`config.mk`:
```
export PLATFORM = sky130hd
export DESIGN_NAME = cmp_search_ctrl
export DESIGN_NICKNAME = d
export VERILOG_FILES = /design/src/rtl/cmp_search_pkg.sv /design/src/rtl/cmp_search_ctrl.sv
export SDC_FILE = /design/constraint.sdc
export NUM_CORES = 1
export LEC_CHECK = 0
export ABC_AREA = 1
export CORE_AREA = 2 2 62 52
export DETAILED_ROUTE_END_ITERATION = 8
export DIE_AREA = 0 0 64 54
export PLACE_DENSITY = 0.68
export RECOVER_POWER = 100
export REMOVE_ABC_BUFFERS = 1
export SLEW_MARGIN = 20
export SYNTH_ARGS = -nofsm -noshare
export SYNTH_HDL_FRONTEND = slang
export SYNTH_SLANG_ARGS = --single-unit
```
`constraint.sdc`:
```
create_clock -name clk -period 5.8 [get_ports clk]
set_input_delay 1.16 -clock clk [delete_from_list [all_inputs] [get_ports clk]]
set_output_delay 1.16 -clock clk [all_outputs]
set_load 0.005 [all_outputs]
```
`src/rtl/cmp_search_pkg.sv`:
```
// Shared types and helpers for the comparator-driven binary-search controller.
package cmp_search_pkg;

  typedef enum logic [1:0] {
    IDLE  = 2'd0,
    PROBE = 2'd1,
    DONE  = 2'd2,
    ERR   = 2'd3
  } state_e;

  localparam int unsigned CMP_EQ = 0;
  localparam int unsigned CMP_LT = 1;
  localparam int unsigned CMP_GT = 2;

  // A well-formed comparator answer has exactly one of {gt,lt,eq} set.
  function automatic logic is_onehot3(input logic [2:0] v);
    return (v == 3'b001) || (v == 3'b010) || (v == 3'b100);
  endfunction

endpackage

```
`src/rtl/cmp_search_ctrl.sv`:
```
// Binary-search initiator: drives operand B into an external comparator and
// converges on the unknown operand A from the returned {gt,lt,eq} answer.
module cmp_search_ctrl
  import cmp_search_pkg::*;
#(
  parameter int unsigned WIDTH  = 2,
  parameter int unsigned STEP_W = 4
) (
  input  logic              clk,
  input  logic              rst_n,
  input  logic              start,
  input  logic [2:0]        cmp_res,
  output logic [WIDTH-1:0]  probe,
  output logic              probe_valid,
  output logic              busy,
  output logic              done,
  output logic [WIDTH-1:0]  found,
  output logic [STEP_W-1:0] steps,
  output logic              error
);

  localparam int unsigned EW = WIDTH + 1;
  localparam logic [WIDTH-1:0] MAX_V = {WIDTH{1'b1}};

  state_e            state_q, state_d;
  logic [WIDTH-1:0]  lo_q, lo_d, hi_q, hi_d;
  logic [WIDTH-1:0]  probe_q, probe_d, found_q, found_d;
  logic [STEP_W-1:0] steps_q, steps_d;
  logic              busy_q, busy_d, done_q, done_d, error_q, error_d;
  logic [EW-1:0]     nlo_c, nhi_c;
  logic              bad_c;

  // Floor midpoint in one extra bit so lo+hi never wraps.
  function automatic logic [WIDTH-1:0] midpoint(input logic [EW-1:0] a,
                                                input logic [EW-1:0] b);
    logic [EW-1:0] s;
    s = a + b;
    return WIDTH'(s >> 1);
  endfunction

  always_ff @(posedge clk or negedge rst_n) begin
    if (!rst_n) begin
      state_q <= IDLE;
      lo_q    <= '0;
      hi_q    <= MAX_V;
      probe_q <= '0;
      found_q <= '0;
      steps_q <= '0;
      busy_q  <= 1'b0;
      done_q  <= 1'b0;
      error_q <= 1'b0;
    end else begin
      state_q <= state_d;
      lo_q    <= lo_d;
      hi_q    <= hi_d;
      probe_q <= probe_d;
      found_q <= found_d;
      steps_q <= steps_d;
      busy_q  <= busy_d;
      done_q  <= done_d;
      error_q <= error_d;
    end
  end

  always_comb begin
    state_d = state_q;
    lo_d    = lo_q;
    hi_d    = hi_q;
    probe_d = probe_q;
    found_d = found_q;
    steps_d = steps_q;
    busy_d  = busy_q;
    done_d  = done_q;
    error_d = error_q;
    bad_c   = 1'b0;
    nlo_c   = {1'b0, probe_q} + EW'(1);
    nhi_c   = {1'b0, probe_q} - EW'(1);

    case (state_q)
      IDLE, DONE, ERR: begin
        if (start) begin
          state_d = PROBE;
          lo_d    = '0;
          hi_d    = MAX_V;
          steps_d = '0;
          busy_d  = 1'b1;
          done_d  = 1'b0;
          error_d = 1'b0;
          probe_d = midpoint('0, {1'b0, MAX_V});
        end
      end
      PROBE: begin
        steps_d = steps_q + STEP_W'(1);
        if (!is_onehot3(cmp_res)) begin
          bad_c = 1'b1;
        end else if (cmp_res[CMP_EQ]) begin
          state_d = DONE;
          found_d = probe_q;
          done_d  = 1'b1;
          busy_d  = 1'b0;
        end else if (cmp_res[CMP_GT]) begin
          if (probe_q == MAX_V || nlo_c > {1'b0, hi_q}) begin
            bad_c = 1'b1;
          end else begin
            lo_d    = WIDTH'(nlo_c);
            probe_d = midpoint(nlo_c, {1'b0, hi_q});
          end
        end else if (cmp_res[CMP_LT]) begin
          if (probe_q == '0 || {1'b0, lo_q} > nhi_c) begin
            bad_c = 1'b1;
          end else begin
            hi_d    = WIDTH'(nhi_c);
            probe_d = midpoint({1'b0, lo_q}, nhi_c);
          end
        end
        // Any inconsistency aborts the search and keeps the previous result.
        if (bad_c) begin
          state_d = ERR;
          error_d = 1'b1;
          busy_d  = 1'b0;
        end
      end
      default: state_d = IDLE;
    endcase
  end

  assign probe       = probe_q;
  assign probe_valid = busy_q;
  assign busy        = busy_q;
  assign done        = done_q;
  assign found       = found_q;
  assign steps       = steps_q;
  assign error       = error_q;

endmodule

```
==> results_dict.tcl <==
set metrics [dict create \
    numPortBuffers 17 \
    via_per_inst 4.64 \
    syn2layout_area_growth_pct 19.5 \
    yosysTopAreaCellShare_pct 34.4 \
    cap_violations 0 \
    ys_ff_latch 17 \
    start_kind "primary input" \
    finalClockSkew_ps 5.38 \
    setup_viol 0 \
    dr.pass1.iters 4 \
    hold_violations 0 \
    antenna_found_initial 0 \
    hpwl_microns 1770 \
    grt_use_total_pct 14.7 \
    synthFlopType "dfrtp_1" \
    synth.area.mux_share_pct 0.917 \
    dp_slack_ps 3260 \
    switching_power_uw 302 \
    p_comb_share_pct 57.9 \
    hold_path.class "reg -> reg" \
    status "finished clean" \
    syn_area_per_cell_sq_um 8.20 \
    min_path_cells 1 \
    cpPeakStageDelay_ps 670 \
    drt_iter0_markers 32 \
    required_ps 5980 \
    synth_top_family_by_area "simple AND/OR/NAND/NOR gates" \
    cellPowerDensity_nw_per_um2 507 \
    cts_buffer_depth 2 \
    critPathArrivalTime_ps 2820 \
    cp_common_cell "nand2_1" \
    h-tree-depth 1 \
    synth_xor_area_share_pct 0.803 \
    end_kind "register" \
    yosys-top-cells-area "dfrtp_1 34%, nand2_1 11%, ha_1 10%" \
    die_w_microns 64 \
    postCtsSetupBuffers 0 \
    rsz0062_at_grt "no" \
    tns_ps 0 \
    synthAdderAreaFrac_pct 15.8 \
    rows 18 \
    synthMostInstantiatedCell "nand2_1" \
    ys_async_sr_fraction_pct 100 \
    overflow 0 \
    synth_area_sq_um 1090 \
    period_share_pct 45.6 \
    avgRoutedWirePerCell_microns 11.5 \
    final_nets 171 \
    fp.dieArea_sq_um 3460 \
    crit_type "in -> reg" \
    synth_edf_count 0 \
    instances_no_fill 192 \
    min_period_ps 2640 \
    postRouteWirelength_microns 2200 \
    grt_pass1_wl_microns 3900 \
    grt_max_degree 18 \
    clk_latency_ps 280 \
    seqPwrFrac_pct 32.6 \
    total_leakage_power_uw 0.000654 \
    start_util_pct 37.6 \
    placed_cells 188 \
    ys_seq_area_share_pct 39.2 \
    clk_pin_slew_ps 90 \
    cts.sinks 17 \
    r2r_end "busy$_DFFE_PN0P_" \
    cts_hold_repair.buffers 0 \
    worstPathMaxFanout 8 \
    max_clock_freq_ghz 0.378 \
    yosys_warnings 0 \
    r2r_start "probe[0]$_DFFE_PN0P_" \
    syn_inst 133 \
    root_buffer "clkbuf_4" \
    reg2regPathDepth 10 \
    diodes 0 \
    p_int_uw 359 \
    clockPowerShare_pct 9.5 \
    tightest_slew_ps 760 \
    gp_congestion 0.892 \
    drive_gt1_share_pct 5.92 \
    switching_share_pct 45.7 \
    path_cells "dlygate4sd3_1 > inv_1 > nand2_1 > o21ai_0 > a21oi_1 > nand2_1 > nand2_1 > nand2_1" \
    fin_ws_ps 3160 \
    min-delay-start "steps[3]$_DFFE_PN0P_" \
    grt_pass1_vias 882 \
    vias 891 \
    cp_slowest_cell "dlygate4sd3_1" \
    numCtsBuffers 3 \
    synth_top_area_cell "dfrtp_1" \
    cts_resized 0 \
    ant_nets 0 \
    peakVddDrop_v 0.000213 \
    synthTopCellsByCount "32 x nand2_1, 16 x inv_1, 15 x dfrtp_1, 14 x nor2_1, 10 x o21ai_0" \
    io_pins 18 \
    synth-compound-area-share_pct 12.2 \
    regToRegSetupSlack_ps 3530 \
    drc 0 \
    report.final.slew_viol_count 0 \
    relSlewSlack_pct 49.1 \
    coreArea_sq_um 2910 \
    cts_tree "yes" \
    hold_end "steps[3]$_DFFE_PN0P_" \
    synth-simple-area-share_pct 23.5 \
    dieHeight_microns 54 \
    synth_cell_types 24 \
]
## power groups by stage
stage	combinational, uW	clock (uW)	sequential [uW]
floorplan	261	0	214
finish	383	63.1	215
global placement	399	0	217
global route	449	70.3	222
detailed placement	407	0	220
CTS	410	65.6	218
## critical path, delay by kind of cell
family                 cells  cell delay, ps
buffers and inverters      2             780
AO/OA/AOI/OAI              2             540
AND/OR/NAND/NOR            4             350
## flip-flops by register name, indices dropped and copies added (netlist names)
signal   flops
lo_q         2
state_q      2
hi_q         2
probe        2
busy         1
done         1
found        2
error        1
steps        4
## kinds of logic (layout without fill, tap and decap cells)
| group | Yosys count | in the layout |
|---|---|---|
| muxes | 1 | 1 |
| xor gates and xnor gates | 1 | 1 |
| and+or+nand+nor | 61 | 61 |
| adders and majority gates | 12 | 12 |
| buffers and inverters | 19 | 38 |
| AOI/OAI and AO/OA | 22 | 22 |
| DFF | 17 | 17 |
## routing by layer
| layer | up-vias | track usage [%] | part of all wire (%) |
|---|---|---|---|
| li1 | 469 | - | - |
| met1 | 405 | 18.6 | 52 |
| met2 | 17 | 26.4 | 45 |
| met3 | 0 | 3.97 | 3.4 |
| met4 | 0 | 1.09 | 0 |
| met5 | - | 0 | 0 |
## layout by cell type (no fill, tap or decap), types with 2 or more instances in the layout
cell type         n
a21oi_1           7
clkbuf_4          3
clkdlybuf4s50_1   2
dfrtp_1          15
dfstp_2           2
dlygate4sd3_1    15
fa_1              3
ha_1              9
inv_1            17
nand2_1          32
nand2_2           2
nand3_1           8
nand4_1           4
nor2_1           14
o21ai_0          11
## stage by stage
step	instance area, sq um	total power [uW]	util, %	hold WS, ps
global placement	1290	616	44.5	465
floorplan	1070	475	-	467
finish	1300	661	44.9	478
CTS	1320	694	45.4	495
detailed placement	1290	627	44.5	470
global route	1300	742	44.9	500
## cell type report
type                    count  area, sq um
inverters                  17         63.8
multi-input cells          97          566
well taps                  40         50.0
clock buffers               4         26.3
flip-flops and latches     17          428
repair buffers             17          170
fillers                   290         1600
## worst max-delay path by stage
stage | start | endpoint | slack, ps | cells past startpoint
2_1_floorplan | probe[0]$_DFFE_PN0P_ | busy$_DFFE_PN0P_ | 3790 | 10
3_3_place_gp | cmp_res[2] | probe[0]$_DFFE_PN0P_ | 3290 | 8
3_5_place_dp | cmp_res[2] | probe[1]$_DFFE_PN0P_ | 3260 | 8
4_1_cts | probe[0]$_DFFE_PN0P_ | probe[0] | 3330 | 1
5_1_grt | cmp_res[2] | probe[1]$_DFFE_PN0P_ | 3050 | 8
6_report | cmp_res[2] | probe[1]$_DFFE_PN0P_ | 3160 | 8
(Power assumes the default switching activity.)
